### src/rtl/pattern_player.sv
// Table-driven stimulus source: plays (value, hold) entries written through a config
// port as a timed word sequence on d, with one-shot, looped and abort control.
module pattern_player #(
    parameter int WIDTH  = 4,
    parameter int DEPTH  = 8,
    parameter int ADDR_W = 3,
    parameter int HOLD_W = 4
) (
    input  logic              clk,
    input  logic              rst,
    input  logic              cfg_we,
    input  logic [ADDR_W-1:0] cfg_addr,
    input  logic [WIDTH-1:0]  cfg_data,
    input  logic [HOLD_W-1:0] cfg_hold,
    input  logic [ADDR_W:0]   len,
    input  logic              start,
    input  logic              loop,
    input  logic              abort,
    output logic [WIDTH-1:0]  d,
    output logic              valid,
    output logic [ADDR_W-1:0] idx,
    output logic              busy,
    output logic              done
);

    typedef enum logic {IDLE, PLAY} state_t;

    localparam logic [ADDR_W:0] DEPTH_L = (ADDR_W+1)'(DEPTH);

    state_t            state_q, state_n;
    logic [WIDTH-1:0]  d_q, d_n;
    logic              valid_q, valid_n;
    logic [ADDR_W-1:0] idx_q, idx_n;
    logic              busy_q, busy_n;
    logic              done_q, done_n;
    logic [HOLD_W-1:0] cnt_q, cnt_n;
    logic [ADDR_W:0]   len_q, len_n;

    logic [WIDTH-1:0]  val_mem  [DEPTH];
    logic [HOLD_W-1:0] hold_mem [DEPTH];

    logic [ADDR_W-1:0] next_idx;
    logic              last;

    // A hold of 0 behaves as 1, so the countdown starts at max(h,1)-1.
    function automatic logic [HOLD_W-1:0] hold_init(input logic [HOLD_W-1:0] h);
        return (h == '0) ? '0 : h - 1'b1;
    endfunction

    function automatic logic [ADDR_W:0] len_clamp(input logic [ADDR_W:0] l);
        return (l > DEPTH_L) ? DEPTH_L : l;
    endfunction

    assign next_idx = idx_q + 1'b1;
    assign last     = ({1'b0, idx_q} == (len_q - 1'b1));

    // Table writes are only honoured while idle; writes during playback are dropped.
    always_ff @(posedge clk) begin
        if (state_q == IDLE && cfg_we) begin
            val_mem[cfg_addr]  <= cfg_data;
            hold_mem[cfg_addr] <= cfg_hold;
        end
    end

    always_comb begin
        state_n = state_q;
        d_n     = d_q;
        valid_n = valid_q;
        idx_n   = idx_q;
        busy_n  = busy_q;
        done_n  = 1'b0;
        cnt_n   = cnt_q;
        len_n   = len_q;
        case (state_q)
            IDLE: begin
                if (!abort && !cfg_we && start) begin
                    if (len != '0) begin
                        state_n = PLAY;
                        len_n   = len_clamp(len);
                        idx_n   = '0;
                        d_n     = val_mem[0];
                        cnt_n   = hold_init(hold_mem[0]);
                        valid_n = 1'b1;
                        busy_n  = 1'b1;
                    end else begin
                        done_n = 1'b1;
                    end
                end
            end
            PLAY: begin
                if (abort) begin
                    state_n = IDLE;
                    d_n     = '0;
                    valid_n = 1'b0;
                    idx_n   = '0;
                    busy_n  = 1'b0;
                    cnt_n   = '0;
                end else if (cnt_q != '0) begin
                    cnt_n = cnt_q - 1'b1;
                end else if (last) begin
                    if (loop) begin
                        idx_n = '0;
                        d_n   = val_mem[0];
                        cnt_n = hold_init(hold_mem[0]);
                    end else begin
                        state_n = IDLE;
                        d_n     = '0;
                        valid_n = 1'b0;
                        idx_n   = '0;
                        busy_n  = 1'b0;
                        cnt_n   = '0;
                        done_n  = 1'b1;
                    end
                end else begin
                    idx_n = next_idx;
                    d_n   = val_mem[next_idx];
                    cnt_n = hold_init(hold_mem[next_idx]);
                end
            end
            default: begin
                state_n = IDLE;
            end
        endcase
    end

    always_ff @(posedge clk) begin
        if (rst) begin
            state_q <= IDLE;
            d_q     <= '0;
            valid_q <= 1'b0;
            idx_q   <= '0;
            busy_q  <= 1'b0;
            done_q  <= 1'b0;
            cnt_q   <= '0;
            len_q   <= '0;
        end else begin
            state_q <= state_n;
            d_q     <= d_n;
            valid_q <= valid_n;
            idx_q   <= idx_n;
            busy_q  <= busy_n;
            done_q  <= done_n;
            cnt_q   <= cnt_n;
            len_q   <= len_n;
        end
    end

    assign d     = d_q;
    assign valid = valid_q;
    assign idx   = idx_q;
    assign busy  = busy_q;
    assign done  = done_q;

endmodule

### config.mk
export PLATFORM = sky130hd
export DESIGN_NAME = pattern_player
export DESIGN_NICKNAME = d
export VERILOG_FILES = /design/src/rtl/pattern_player.sv
export SDC_FILE = /design/constraint.sdc
export NUM_CORES = 1
export LEC_CHECK = 0
export ABC_AREA = 1
export BUFFER_PORTS_ARGS = -buffer_cell sky130_fd_sc_hd__buf_4
export CAP_MARGIN = 20
export CORE_ASPECT_RATIO = 0.8
export CORE_UTILIZATION = 35
export DETAILED_ROUTE_END_ITERATION = 16
export PLACE_DENSITY_LB_ADDON = 0.1
export SKIP_LAST_GASP = 1
export SYNTH_ARGS = -nofsm -noshare
export SYNTH_HDL_FRONTEND = slang
export SYNTH_SLANG_ARGS = --single-unit
### constraint.sdc
create_clock -name clk -period 3.5 [get_ports clk]
set_input_delay 0.35 -clock clk [delete_from_list [all_inputs] [get_ports clk]]
set_output_delay 0.35 -clock clk [all_outputs]
set_load 0.03 [all_outputs]
==> impl_results.md <==
* Status: completed
* Crit path max-delay family: simple AND/OR/NAND/NOR gates
* Initial antenna violation count at 0
* DP Wirelength at ~6.3 mm
* Post-CTS Setup Repair Bufs at 0
* Hold Buf Count CTS at 0
* Post-synthesis area per instance at 9.044 um2
* Antenna Nets Post-Route at 0
* Comb power frac at ~15%
* Top-area cell type share of the netlist area at between 40% and 50%
* Synth area leaders: edfxtp_1, nand2_1, dfxtp_1
* Mapped Area at 3916 um2
* Clk_lat worst skew at roughly 0.34 ns
* First-pass GRT wire length at ~15 mm
* Worst R2R Path Depth at 10
* Distinct cells, synth at 28
* Critical Path, Cell by Cell: inv_1 -> ha_1 -> nand2_1 -> inv_1 -> nor3_1 -> nand3_1 -> o21ai_1 -> nand2_1 -> o21ai_0 -> inv_1
* GRT Resource Usage Total at 16.76%
* Top_reg_cell synth: edfxtp_1
* Number of clock sinks at ~80
* Post-Route Skew at 0.005790 ns
* Drt wl/cell at around 14 um
* Worst stage delay on the critical path at roughly 0.46 ns
* Worst path depth at 10
* Ys async rst share at 0%
* Shortest period the worst path allows at between 2 and 2.5 ns
* CP Buf/Inv Count at 3
* Vias in the first global route at between 2,000 and 3,000
* WHS Path Cells at 1
* Overflow after GRT at 0
* Arrival @ worst endpoint at around 2.6 ns
* Synthesized Nets at between 400 and 500
* DRT iter0 DRCs at 257
* H-Tree Depth at 3
* Mapped Cells at around 430
* Normalized max-slew margin at approximately two fifths
* Core box area at roughly 11,000 um2
* Switching Fraction at 27.08%
* Pin count of the biggest net entering global routing at 43
* Yosys top cell by area: edfxtp_1
* Sequential fraction of design power at between 40% and 50%
* P&R area growth vs syn at 15.53%
* Worst Path Required at between 3 and 4 ns
* Port Buffers at 30
* Worst path slowest cell: o21ai_1
* Via density at 4.817
* Via Count at about 3,000
* Pwr dens at approximately 500 nW/um2
* Psw at about 0.00062 W
* CTS Buf Count at 9
* PostCTS Resize Cnt at 0
* Share of cells above drive strength 1 at about an eighth
* Max-slew violations at 0
* Overall die height at ~97 um
* Synth warn at 0
* Clock-pin slew on the worst setup and hold paths at 0.06 ns
* Number of synthesized flops with an enable pin at 64
* Post-Route WL at a little under 9 mm
* Worst slew pin tran at 0.9057 ns
* Final worst-path cycle share at roughly two thirds
* Max Fanout on Critical Path at 13
* Nets at 490
* Setup crit end kind: register
* Max Root-Sink Buffers at 2
* Final Setup Violations at 0
* Sequential-to-total area share from yosys stat at approximately 58%
* Starting Density at a little over a third
* Clock power share at a little under two fifths
* Final setup margin at 1.137 ns
* RSZ-0062 raised after global routing: no
* DRC viols at 0
* # rows at 34
* # IOs at 31
* CP startpoint kind: register
* Most used cell, CP: inv_1
* Ant. Diodes at 0
* VDD IR max at 0.2876 mV
* Crit path kind: reg -> reg
* Setup tns final at 0 ns
* Max-Cap Viols at 0
* Worst Hold Class: in -> reg
* Yosys reg bits at 82
* P_leak at between 1.5 and 2 nW
* TritonCTS clock tree: yes
* GPL Wtd Cong at 0.8445
* Final Hold Viols at 0
* Fmax at roughly 420 MHz
* Root Buffer: clkbuf_16
* Die ar. at 11,620 um2
* Setup WS pre-CTS at around 1.2 ns
* Pre-Repair DR Iteration Count at 4
* Pint at 0.001678 W
* Die Wd at 120.3 um
## synthesized netlist by cell type (2+ instances only)
cell type	instances
nand2_2	3
o21ai_1	4
xnor2_1	3
nor3_1	2
xor2_1	3
a211oi_1	4
nand3_1	33
dfxtp_1	18
a21oi_1	28
o21ai_0	28
inv_1	65
a22oi_1	3
nand4_1	4
ha_1	6
buf_2	9
nor2_1	44
nand2_1	98
inv_2	2
buf_4	4
edfxtp_1	64
## through the flow
step                instance area (um2)  std cells  hold slack, ns  util, %  power, W
detailed placement                 4260        596          0.4589    39.12  0.001468
CTS                                4524        612          0.2406    41.54  0.002325
global placement                   4260        596          0.4617    39.12  0.001467
global route                       4524        612          0.2463    41.54  0.002413
floorplan                          3916        433          0.4191        -  0.001359
finish                             4524        612          0.2489    41.54  0.002301
## per-layer routing
layer	up-vias	track usage, %	wire length (um)
li1	1489	-	-
met1	1388	23.56	4325
met2	64	24.71	3864
met3	7	4.363	480
met4	0	6.268	76
met5	-	0	0
## layout make-up
| type | count | area, um2 |
|---|---|---|
| fill | 1116 | 6366 |
| sequential | 82 | 2282 |
| multi-input combinational | 270 | 1299 |
| inverter | 67 | 251.5 |
| timing repair buffer | 33 | 247.7 |
| clock buffer | 11 | 232.7 |
| tap | 144 | 180.2 |
| clock inverter | 5 | 31.28 |
## cell usage in the layout (no fill, tap or decap), drive strengths merged
| master | synthesis | routed |
|---|---|---|
| nand2 | 101 | 101 |
| inv | 67 | 67 |
| edfxtp | 64 | 64 |
| nor2 | 44 | 44 |
| nand3 | 34 | 34 |
| buf | 13 | 33 |
| o21ai | 33 | 33 |
| a21oi | 29 | 29 |
| dfxtp | 18 | 18 |
| clkbuf | 0 | 11 |
| ha | 6 | 6 |
| nand4 | 4 | 4 |
| a211oi | 4 | 4 |
| xor2 | 4 | 4 |
| clkinv | 0 | 4 |
| xnor2 | 3 | 3 |
| a22oi | 3 | 3 |
| nor3 | 2 | 2 |
| a31oi | 1 | 1 |
| a32oi | 1 | 1 |
| o31ai | 1 | 1 |
| clkinvlp | 0 | 1 |
## flip-flops by register name, indices dropped and copies added, names as in the netlist
signal,flops
busy,1
cnt_q,4
d,4
done,1
hold_mem,32
idx,3
len_q,4
state_q,1
val_mem,32
## final timing paths
| path | slack, ns | to | start |
|---|---|---|---|
| worst max register to register | 1.14 | busy | len_q[0] |
| worst min register to register | 0.47 | len_q[1] | len_q[1] |
| worst min-delay path | 0.25 | val_mem[0][3] | cfg_data[3] |
| worst max-delay path | 1.14 | busy | len_q[0] |
## power by group through the flow
stage / logic, W / clock network, W / registers (W)
6_report: 0.000337 / 0.000858 / 0.00111
3_3_place_gp: 0.000340 / 0 / 0.00113
3_5_place_dp: 0.000341 / 0 / 0.00113
5_1_grt: 0.000389 / 0.000913 / 0.00111
2_1_floorplan: 0.000217 / 0 / 0.00114
4_1_cts: 0.000342 / 0.000876 / 0.00111
## logic make-up (layout without fill, tap and decap cells)
kind of cell	count (synthesis)	count (layout)	synth area share, %
xor gates and xnor gates	7	7	1.758
DFF	82	82	58.27
and+or+nand+nor	185	185	19.46
buffers and inverters	81	116	8.562
adders and majority gates	6	6	1.917
AOI/OAI and AO/OA	72	72	10.03
(Power assumes the default switching activity.)
